File: src/rtl/trans_framer.sv
// Byte-stream framer: packs 16 bytes (MSB first) into 128-bit words, buffers them
// in a small FIFO and presents them on a valid/ack output register.
module trans_framer #(
  parameter int DEPTH   = 4,
  parameter int TIMEOUT = 1000
) (
  input  logic         clk,
  input  logic         rst_n,
  input  logic [7:0]   byte_i,
  input  logic         byte_valid_i,
  output logic         byte_ready_o,
  output logic [127:0] data_o,
  output logic         valid_o,
  input  logic         ack_i,
  output logic [15:0]  frame_cnt_o,
  output logic [15:0]  drop_cnt_o
);

  localparam int AW = $clog2(DEPTH);
  localparam int CW = AW + 1;
  localparam int TW = (TIMEOUT > 1) ? $clog2(TIMEOUT) : 1;

  typedef enum logic [1:0] {S_IDLE, S_COLLECT, S_PUSH} state_e;

  state_e         state_q, state_d;
  logic [3:0]     idx_q, idx_d;
  logic [TW-1:0]  idle_q, idle_d;
  logic [127:0]   shift_q, shift_d;
  logic [15:0]    frame_cnt_q, frame_cnt_d;
  logic [15:0]    drop_cnt_q, drop_cnt_d;
  logic [AW-1:0]  wr_ptr_q, wr_ptr_d;
  logic [AW-1:0]  rd_ptr_q, rd_ptr_d;
  logic [CW-1:0]  count_q, count_d;
  logic [127:0]   data_q, data_d;
  logic           valid_q, valid_d;
  logic [127:0]   mem_q [DEPTH];

  logic accept, full, empty, pop, wr_en;

  // Handshakes: a byte moves when byte_valid_i && byte_ready_o at a rising edge;
  // a word is consumed when valid_o && ack_i at a rising edge, ack_i otherwise ignored.
  assign byte_ready_o = (state_q != S_PUSH);
  assign accept       = byte_valid_i && byte_ready_o;
  assign full         = (count_q == CW'(DEPTH));
  assign empty        = (count_q == '0);
  assign pop          = (!valid_q || ack_i) && !empty;

  always_comb begin
    state_d     = state_q;
    idx_d       = idx_q;
    idle_d      = idle_q;
    shift_d     = shift_q;
    frame_cnt_d = frame_cnt_q;
    drop_cnt_d  = drop_cnt_q;
    wr_en       = 1'b0;
    case (state_q)
      S_IDLE: begin
        if (accept) begin
          shift_d[127:120] = byte_i;
          idx_d   = 4'd1;
          idle_d  = '0;
          state_d = S_COLLECT;
        end
      end
      S_COLLECT: begin
        if (accept) begin
          shift_d[{4'd15 - idx_q, 3'b000} +: 8] = byte_i;
          idx_d  = idx_q + 4'd1;
          idle_d = '0;
          if (idx_q == 4'd15) state_d = S_PUSH;
        end else if (TIMEOUT != 0) begin
          // The idle count reaching TIMEOUT-1 here makes this the TIMEOUT-th quiet cycle.
          if (idle_q == TW'(TIMEOUT - 1)) begin
            idle_d  = '0;
            state_d = S_IDLE;
            if (drop_cnt_q != 16'hFFFF) drop_cnt_d = drop_cnt_q + 16'd1;
          end else begin
            idle_d = idle_q + TW'(1);
          end
        end
      end
      S_PUSH: begin
        if (!full) begin
          wr_en   = 1'b1;
          state_d = S_IDLE;
          if (frame_cnt_q != 16'hFFFF) frame_cnt_d = frame_cnt_q + 16'd1;
        end
      end
      default: state_d = S_IDLE;
    endcase
  end

  always_comb begin
    wr_ptr_d = wr_en ? wr_ptr_q + AW'(1) : wr_ptr_q;
    rd_ptr_d = pop ? rd_ptr_q + AW'(1) : rd_ptr_q;
    count_d  = count_q;
    if (wr_en && !pop)      count_d = count_q + CW'(1);
    else if (!wr_en && pop) count_d = count_q - CW'(1);
    data_d  = data_q;
    valid_d = valid_q;
    if (pop) begin
      data_d  = mem_q[rd_ptr_q];
      valid_d = 1'b1;
    end else if (ack_i) begin
      valid_d = 1'b0;
    end
  end

  always_ff @(posedge clk) begin
    if (!rst_n) begin
      state_q     <= S_IDLE;
      idx_q       <= '0;
      idle_q      <= '0;
      shift_q     <= '0;
      frame_cnt_q <= '0;
      drop_cnt_q  <= '0;
      wr_ptr_q    <= '0;
      rd_ptr_q    <= '0;
      count_q     <= '0;
      data_q      <= '0;
      valid_q     <= 1'b0;
    end else begin
      state_q     <= state_d;
      idx_q       <= idx_d;
      idle_q      <= idle_d;
      shift_q     <= shift_d;
      frame_cnt_q <= frame_cnt_d;
      drop_cnt_q  <= drop_cnt_d;
      wr_ptr_q    <= wr_ptr_d;
      rd_ptr_q    <= rd_ptr_d;
      count_q     <= count_d;
      data_q      <= data_d;
      valid_q     <= valid_d;
    end
  end

  // Storage needs no reset: pointers and count define which entries are live.
  always_ff @(posedge clk) begin
    if (wr_en) mem_q[wr_ptr_q] <= shift_q;
  end

  assign data_o      = data_q;
  assign valid_o     = valid_q;
  assign frame_cnt_o = frame_cnt_q;
  assign drop_cnt_o  = drop_cnt_q;

endmodule

File: config.mk
export PLATFORM = sky130hd
export DESIGN_NAME = trans_framer
export DESIGN_NICKNAME = d
export VERILOG_FILES = /design/src/rtl/trans_framer.sv
export SDC_FILE = /design/constraint.sdc
export NUM_CORES = 1
export LEC_CHECK = 0
export BUFFER_PORTS_ARGS = -buffer_cell sky130_fd_sc_hd__buf_2
export CORE_MARGIN = 5
export CORE_UTILIZATION = 54
export CTS_CLUSTER_DIAMETER = 80
export DETAILED_ROUTE_END_ITERATION = 6
export GPL_TIMING_DRIVEN = 0
export PLACE_DENSITY = 0.72
export SYNTH_ARGS = -nofsm -noshare
export SYNTH_HDL_FRONTEND = slang
export SYNTH_SLANG_ARGS = --single-unit
File: constraint.sdc
create_clock -name clk -period 3.87 [get_ports clk]
set_clock_uncertainty 0.1 [all_clocks]
set_input_delay 0.1935 -clock clk [delete_from_list [all_inputs] [get_ports clk]]
set_output_delay 0.1935 -clock clk [all_outputs]
set_load 0.01 [all_outputs]
==> impl_metrics.toml, run 1 <==
[placement]
dp.cells = 3014
hpwlAfterDp_um = 44700
routabilityCongestion = 0.903
dp_worst_setup_slack_ns = 0.397
io_buffers = 172

[setup_path]
crit_slowest_cell = "sky130_fd_sc_hd__clkbuf_1"
worstReg2RegStart = "count_q[0]"
crit_start = "count_q[0]"
cpMostUsedCell = "sky130_fd_sc_hd__a21oi_1"
worstPathArrival_ns = 3.83
worstPathBufferInverterCount = 2
timing.critical_path.required_ns = 4.32
critical_path_peak_fanout = 10
cpLargestDelayFamily = "buffers and inverters"
r2r_setup_slack_ns = 0.49
critical_path.endpoint_type = "flip-flop"
timing.critical_path.cells = "nor3_1, a21oi_1, clkbuf_1, buf_1, nand2_1, a21oi_1"
setup.worst_path.start_class = "flip-flop"
timing_worst_setup_path_type = "reg -> reg"
critPathMaxStageDelay_ns = 0.99

[timing]
maxClockFrequency_mhz = 296
rsz0062_at_grt = "no"
finalWorstPathRequiredPeriod_ns = 3.38
worst_slew_margin_rel = 0.00883
finalSetupViolCount = 0
worstMarginPinSlew_ns = 1.49
slew_viol_final = 0
final_hold_viol_count = 0
setup_slack_ns = 0.489
timing.final.crit_share = 0.874

[die]
fp.dieArea_sq_um = 61100
die_height_um = 247
core_area_sq_um = 56100
core.rowCount = 87
initial_util = 0.541
pin_count = 174
die_width_um = 247

[hold_path]
timing.hold.worst.start = "rst_n"
hold_class = "in -> reg"

[layout]
num-nets-final = 2375
final_layout_size_suffix_gt1_frac = 0.204
area.growth.synth_to_final_pct = 16.1
final-instance-count-excl-fill = 3175
antenna_diodes = 0
commonest_non_fill_non_tap_cell_in_the_layout = "sky130_fd_sc_hd__edfxtp_1"
final.fill_count = 4029
layout.cells.most_common_list = "512 x sky130_fd_sc_hd__edfxtp_1, 343 x sky130_fd_sc_hd__nand2_1, 312 x sky130_fd_sc_hd__dfxtp_1, 201 x sky130_fd_sc_hd__buf_2, 153 x sky130_fd_sc_hd__a21oi_1"
layout.core_utilization = 0.628

[logic_synthesis]
synthesis.area_sq_um = 30400
ys_async_sr_fraction = 0
synth_seq_area_share = 0.712
dominantRegCellSynth = "sky130_fd_sc_hd__edfxtp_1"
synth.distinct_cells = 65
syn_area_per_cell_sq_um = 14.6
syn-num-nets = 2102
synth-edff-count = 512
synth.ff_latch_count = 824
syn_inst = 2078
yosys_warnings = 0

[flow_run]
timing.max_cap.violations = 0

[routing]
drt_first_iter_violations = 1444
final_antenna_net_count = 0
routed_wl_um = 70600
post_drt_via_cell_ratio = 5.68
first_pass_iters = 6
drc = 0
routed-via-count = 18000
wl_per_cell_um = 22.2

[pwr]
power_switching_share = 0.278
power.clock.fraction = 0.363
vdd_drop_max_uv = 312
cellLeakagePower_nw = 12.6
power.density_nw_per_um2 = 621
power.internal_mw = 15.8
power_frac_seq = 0.452
power_switching_mw = 6.08
power.share.combinational = 0.185
total_power_mw = 21.9

[clocking]
sinks_on_the_clock_net = 824
cts_repair_resize_count = 0
cts-buffers-inserted = 81
htree_levels = 3
ctsHoldBuffers = 10
clock_insertion_delay_worst_skew_ns = 0.63
cts_tree = "yes"
post-cts-setup-buffers = 0
cts.clk_slew.worst_paths_ns = 0.06
ctsLongestPathBuffers = 3
root_buffer_cell = "sky130_fd_sc_hd__clkbuf_16"

[global_routing]
wire_length_of_the_first_global_routing_pass_um = 107000
first_global_vias = 18200
grt_antenna_before_repair = 0
grt.total_usage = 0.232
grt_max_degree = 58
overflow = 0

[outcome]
status = "finished clean"
## logic make-up after synthesis
| kind of cell | synth area share |
|---|---|
| simple gates | 0.0951 |
| compound gates | 0.0453 |
| flops | 0.712 |
| xor+xnor | 0.0118 |
| buf+inv | 0.0192 |
| mux | 0.111 |
| fa+ha+maj | 0.00519 |
## per-stage QoR
stage	TNS, ns	hold slack [ns]	instance area [sq um]
global route	0	0.234	35200
detailed placement	0	0.345	32400
finish	0	0.223	35200
CTS	0	0.163	35200
floorplan	0	0.255	30400
global placement	-121.20	0.341	32200
## synth_stat cells, types with 18 or more instances
master	number	share of area
sky130_fd_sc_hd__a21oi_1	153	0.025
sky130_fd_sc_hd__buf_2	29	0.0048
sky130_fd_sc_hd__clkbuf_1	82	0.010
sky130_fd_sc_hd__dfxtp_1	312	0.21
sky130_fd_sc_hd__edfxtp_1	512	0.51
sky130_fd_sc_hd__mux2i_1	49	0.016
sky130_fd_sc_hd__mux4_2	128	0.095
sky130_fd_sc_hd__nand2_1	343	0.042
sky130_fd_sc_hd__nand3_1	84	0.014
sky130_fd_sc_hd__nand4_1	18	0.0037
sky130_fd_sc_hd__nor2_1	105	0.013
sky130_fd_sc_hd__o21ai_0	58	0.0096
sky130_fd_sc_hd__xnor2_1	32	0.0092
## power groups by stage
stage                     Sequential [mW]  Clock (mW)  Combinational, mW
final                                9.89        7.95               4.04
after global routing                 9.93        8.46               4.42
after CTS                            9.89        8.04               4.14
after detailed placement             10.1           0               4.09
after global placement               10.0           0               4.02
after floorplan                      10.2           0               2.43
## final cells by class
| class | count | area, sq um | area share |
|---|---|---|---|
| buffer | 127 | 537 | 0.0152 |
| clock inverter | 40 | 397 | 0.0113 |
| timing repair buffer | 190 | 1180 | 0.0335 |
| inverter | 12 | 45.0 | 0.00128 |
| sequential | 824 | 21600 | 0.614 |
| clock buffer | 111 | 2330 | 0.0663 |
| multi-input combinational | 1115 | 8170 | 0.232 |
| tap | 756 | 946 | 0.0268 |
## worst paths after layout
kind,cells after the start,to
max,6,data_o[99]
max reg2reg,6,data_o[99]
min reg2reg,2,data_o[55]
min,4,shift_q[66]
## per-layer routing
layer / up-vias / share of wire / track usage
li1: 8252 / - / -
met1: 9068 / 0.40 / 0.301
met2: 600 / 0.50 / 0.398
met3: 119 / 0.068 / 0.0427
met4: 0 / 0.030 / 0.0781
met5: - / 0 / 0
## state kept, by name (all words and copies together), names as in the netlist, 3 cells and up
register	cells
drop_cnt_o	16
shift_q	128
idle_q	10
mem_q	512
data_o	128
idx_q	4
frame_cnt_o	16
count_q	3
## worst register-to-register path, stage by stage, from the launching register on
cell	delay, ns
sky130_fd_sc_hd__dfxtp_1	0.41
sky130_fd_sc_hd__nor3_1	0.10
sky130_fd_sc_hd__a21oi_1	0.62
sky130_fd_sc_hd__clkbuf_1	1.00
sky130_fd_sc_hd__buf_1	0.62
sky130_fd_sc_hd__nand2_1	0.29
sky130_fd_sc_hd__a21oi_1	0.19
No activity file was read; power rests on OpenSTA's default activity.
==> run 2, diff against run 1 <==
--- a/config.mk
+++ b/config.mk
@@ -13,2 +13,3 @@
 export GPL_TIMING_DRIVEN = 0
+export MAX_ROUTING_LAYER = met4
 export PLACE_DENSITY = 0.72
==> constraint.sdc (replaced) <==
create_clock -name clk -period 3.87 [get_ports clk]
set_clock_uncertainty 0.1 [all_clocks]
set_input_delay 0.774 -clock clk [delete_from_list [all_inputs] [get_ports clk]]
set_output_delay 0.774 -clock clk [all_outputs]
set_load 0.01 [all_outputs]
==> run 2 against run 1 <==
Net effect:
- the flow now finishes with violations (design-rule violations)
- combinational power about the same
- count of clock-buffer cells in the layout unchanged
- routed wire length up 0.50%
- critical endpoint is now data_o[101]
==> impl_metrics.toml, run 2 (synthesized netlist as in run 1, its figures left out) <==
[outcome]
status = "finished with violations"
failed_checks = "design-rule violations"

[timing]
maxClockFrequency_mhz = 286
finalSetupViolCount = 0
rsz0062_at_grt = "no"
final_hold_viol_count = 0
worst_slew_margin_rel = 0.0359
finalWorstPathRequiredPeriod_ns = 3.50
worst_hold_slack_ns = 0.351
worstMarginPinSlew_ns = 1.45
timing.final.crit_share = 0.903
slew_viol_final = 0
tns_ns = 0

[placement]
routabilityCongestion = 0.906
dp.cells = 3014
hpwlAfterDp_um = 45100
io_buffers = 172

[setup_path]
critical_path.endpoint_type = "flip-flop"
setup.worst_path.start_class = "flip-flop"
timing_worst_setup_path_type = "reg -> reg"
worstPathArrival_ns = 3.92
rr_worst_depth = 6
timing.critical_path.cells = "nor3_1, a21oi_1, clkbuf_1, buf_1, nand2_1, a21oi_1"
timing.critical_path.required_ns = 4.29
crit_slowest_cell = "sky130_fd_sc_hd__clkbuf_1"
critPathMaxStageDelay_ns = 1.03
critical_path_peak_fanout = 10
cpMostUsedCell = "sky130_fd_sc_hd__a21oi_1"

[pwr]
cellLeakagePower_nw = 12.6
power_switching_mw = 6.11
vdd_drop_max_uv = 382
power.clock.fraction = 0.373
power_switching_share = 0.275
power_frac_seq = 0.445
power.internal_mw = 16.1
power.density_nw_per_um2 = 630
total_power_mw = 22.2
power.share.combinational = 0.182

[clocking]
ctsLongestPathBuffers = 3
htree_levels = 3
root_buffer_cell = "sky130_fd_sc_hd__clkbuf_16"
cts_repair_resize_count = 0
cts-buffers-inserted = 81
sinks_on_the_clock_net = 824
post-cts-setup-buffers = 0
cts.clk_slew.worst_paths_ns = 0.06
clock_insertion_delay_worst_skew_ns = 0.63
ctsHoldBuffers = 0
cts_tree = "yes"

[routing]
routed_wl_um = 71000
routed-via-count = 18100
first_pass_iters = 7
wl_per_cell_um = 22.4
post_drt_via_cell_ratio = 5.70
drt_first_iter_violations = 1582
drc = 1
final_antenna_net_count = 0

[layout]
largest_register_ffs = 512
largest_register = "mem_q"
multi_input_area_sq_um = 8170
final.fill_count = 4022
ff_latch_area_sq_um = 21600
commonest_non_fill_non_tap_cell_in_the_layout = "sky130_fd_sc_hd__edfxtp_1"
final-instance-count-excl-fill = 3167
final_layout_size_suffix_gt1_frac = 0.206
layout.cells.most_common_list = "512 x sky130_fd_sc_hd__edfxtp_1, 343 x sky130_fd_sc_hd__nand2_1, 312 x sky130_fd_sc_hd__dfxtp_1, 201 x sky130_fd_sc_hd__buf_2, 153 x sky130_fd_sc_hd__a21oi_1"
num-nets-final = 2365
area.growth.synth_to_final_pct = 16.2

[die]
die_width_um = 247
pin_count = 174
fp.dieArea_sq_um = 61100
core.rowCount = 87
initial_util = 0.541
core_area_sq_um = 56100
die_height_um = 247

[hold_path]
timing.hold.worst_path_depth = 2
hold_class = "reg -> reg"

[global_routing]
overflow = 0
grt_antenna_before_repair = 2
wire_length_of_the_first_global_routing_pass_um = 108000
grt_max_degree = 58
first_global_vias = 18300
grt.total_usage = 0.240

[flow_run]
timing.max_cap.violations = 0
run 2: per-stage QoR:
step	instance area (sq um)	setup WS [ns]	util
6_report	35300	0.374	0.629
3_3_place_gp	32200	-0.276	0.574
5_1_grt	35300	0.126	0.629
4_1_cts	35300	0.267	0.629
3_5_place_dp	32400	-0.0797	0.578
2_1_floorplan	30400	1.03	-
run 2: area by class of cell:
cell class | count | area share
repair buffers | 180 | 0.0307
clock inverters | 41 | 0.0154
clock buffers | 111 | 0.0656
well taps | 756 | 0.0268
multi-input cells | 1115 | 0.232
inverters | 12 | 0.00128
diodes | 1 | 0.0000710
plain buffers | 127 | 0.0152
flip-flops and latches | 824 | 0.613
run 2: per-layer routing:
layer  wire length, um  vias to the layer above  GRT usage
met5                 0                        -          -
met4              2490                        0     0.0842
met3              5490                      138     0.0471
met2             35100                      671      0.390
met1             27900                     9005      0.306
li1                  -                     8237          -
run 2: worst max-delay path: cells and delay by family, from the launching register on:
kind / cells / cell delay, ns
buf+inv: 2 / 1.69
compound gates: 2 / 0.84
flops: 1 / 0.41
simple gates: 2 / 0.35
run 2: worst paths after layout:
path	from	endpoint	slack [ns]
worst max register to register	count_q[0]	data_o[101]	0.37
worst min register to register	data_o[30]	data_o[30]	0.35
worst max-delay path	count_q[0]	data_o[101]	0.37
worst min-delay path	data_o[30]	data_o[30]	0.35
run 2: power by group through the flow:
stage	Sequential [mW]	Clock, mW	Combinational [mW]
final	9.89	8.29	4.03
after global routing	9.93	8.80	4.42
after CTS	9.89	8.39	4.11
after detailed placement	10.1	0	4.07
after global placement	10.0	0	4.02
after floorplan	10.2	0	2.43
==> run 3, diff against run 2 <==
Settings changed: CAP_MARGIN set to 20, REMOVE_ABC_BUFFERS set to 1.
==> run 3 against run 2 <==
Net effect:
- via count is 4.3% lower
- register-to-register slack better by 0.04 ns
- largest cell class unchanged
- the flow now finishes without violations
- first-iteration DRC count is 24% lower
==> impl_metrics.toml, run 3 (synthesized netlist as in run 1, its figures left out) <==
[outcome]
status = "finished clean"

[timing]
tns_ns = 0
timing.final.crit_share = 0.894
slew_viol_final = 0
rsz0062_at_grt = "no"
finalSetupViolCount = 0
worst_slew_margin_rel = 0.345
finalWorstPathRequiredPeriod_ns = 3.46
worst_hold_slack_ns = 0.349
maxClockFrequency_mhz = 289
worstMarginPinSlew_ns = 0.974
final_hold_viol_count = 0

[layout]
finalInstanceArea_sq_um = 35000
layout.cells.most_common_list = "512 x sky130_fd_sc_hd__edfxtp_1, 343 x sky130_fd_sc_hd__nand2_1, 310 x sky130_fd_sc_hd__dfxtp_1, 172 x sky130_fd_sc_hd__buf_2, 152 x sky130_fd_sc_hd__a21oi_1"
final.fill_count = 4043
commonest_non_fill_non_tap_cell_in_the_layout = "sky130_fd_sc_hd__edfxtp_1"
largest_register_ffs = 512
multi_input_area_sq_um = 8180
largest_register = "mem_q"
area.growth.synth_to_final_pct = 15.4
ff_latch_area_sq_um = 21600
num-nets-final = 2256
layout.core_utilization = 0.625
final_layout_size_suffix_gt1_frac = 0.207

[global_routing]
overflow = 0
grt.total_usage = 0.216
first_global_vias = 17700
wire_length_of_the_first_global_routing_pass_um = 99400
grt_antenna_before_repair = 4
grt_max_degree = 135

[routing]
first_pass_iters = 5
routed_wl_um = 63600
drt_first_iter_violations = 1202
post_drt_via_cell_ratio = 5.65
drc = 0
routed-via-count = 17300
final_antenna_net_count = 0
wl_per_cell_um = 20.8

[pwr]
power.internal_mw = 16.1
power_frac_seq = 0.457
power_switching_share = 0.264
power.clock.fraction = 0.362
power_switching_mw = 5.78
vdd_drop_max_uv = 569
power.share.combinational = 0.181
cellLeakagePower_nw = 12.5
power.density_nw_per_um2 = 624

[clocking]
root_buffer_cell = "sky130_fd_sc_hd__clkbuf_16"
clock_insertion_delay_worst_skew_ns = 0.62
ctsHoldBuffers = 0
cts.clk_slew.worst_paths_ns = 0.06
post-cts-setup-buffers = 0
cts-buffers-inserted = 81
ctsLongestPathBuffers = 3
htree_levels = 3
cts_tree = "yes"
cts_repair_resize_count = 0
sinks_on_the_clock_net = 824

[die]
fp.dieArea_sq_um = 61100
die_width_um = 247
die_height_um = 247
core.rowCount = 87
core_area_sq_um = 56100
initial_util = 0.541
pin_count = 174

[setup_path]
setup.worst_path.start_class = "flip-flop"
critical_path_peak_fanout = 66
cpLargestDelayFamily = "buffers and inverters"
timing_worst_setup_path_type = "reg -> reg"
worstPathBufferInverterCount = 4
critical_path.endpoint_type = "flip-flop"
critPathMaxStageDelay_ns = 0.45
r2r_setup_slack_ns = 0.41
timing.critical_path.cells = "nor3_1, a21oi_4, buf_12, inv_4, buf_16, ha_1, inv_1, fa_1, xor2_1, or3_1, a21oi_1"
worstPathArrival_ns = 3.90
crit_slowest_cell = "sky130_fd_sc_hd__inv_4"
timing.critical_path.required_ns = 4.31

[placement]
hpwlAfterDp_um = 36600
placed_area_sq_um = 32300
routabilityCongestion = 0.801
io_buffers = 173

[flow_run]
timing.max_cap.violations = 0

[hold_path]
hold_class = "reg -> reg"
[run 3: cell count changes in the layout (fill, tap and decap cells not counted), sizes merged]
| cell | previous run | this run |
|---|---|---|
| clkinvlp | 3 | 1 |
| bufinv | 11 | 5 |
| clkbuf | 193 | 129 |
| dlygate4sd1 | 1 | 0 |
| clkinv | 23 | 15 |
| inv | 16 | 13 |
| diode | 1 | 3 |
| buf | 224 | 197 |
[run 3: cell type report]
class / count / share of cell area
sequential: 824 / 0.618
multi-input combinational: 1115 / 0.234
clock buffer: 128 / 0.0714
timing repair buffer: 198 / 0.0414
tap: 756 / 0.0270
clock inverter: 22 / 0.00715
inverter: 12 / 0.00157
antenna: 3 / 0.000214
[run 3: path summary, 6_finish.rpt]
kind	start	to	cells after the start
max	count_q[0]	count_q[2]	11
min reg2reg	data_o[82]	data_o[82]	2
max reg2reg	count_q[0]	count_q[2]	11
min	data_o[82]	data_o[82]	2
[run 3: power groups by stage]
stage	Clock [mW]	Sequential (mW)	Combinational, mW
2_1_floorplan	0	10.5	2.19
3_3_place_gp	0	10.1	2.17
3_5_place_dp	0	10.2	4.02
4_1_cts	8.06	9.99	4.04
5_1_grt	8.44	10.0	4.34
6_report	7.92	9.98	3.96
[run 3: metal layers]
layer	GRT usage	up-vias	wire length, um
met3	0.0373	89	3570
met2	0.367	472	33000
met1	0.273	8701	25800
li1	-	8015	-
met5	-	-	0
met4	0.0591	0	1200
[run 3: through the flow]
stage | worst slack (ns) | std cells | total power, mW
floorplan | -7.19 | 1951 | 12.7
global placement | -19.09 | 2880 | 12.3
detailed placement | 0.133 | 2904 | 14.2
CTS | 0.370 | 3054 | 22.1
global route | 0.185 | 3058 | 22.8
finish | 0.411 | 3058 | 21.9
[run 3: tightest hold or removal path: cells and delay by family (launching register included)]
kind	cells	cell delay [ns]
AND/OR/NAND/NOR	1	0.05
flip-flops	1	0.30
AO/OA/AOI/OAI	1	0.05
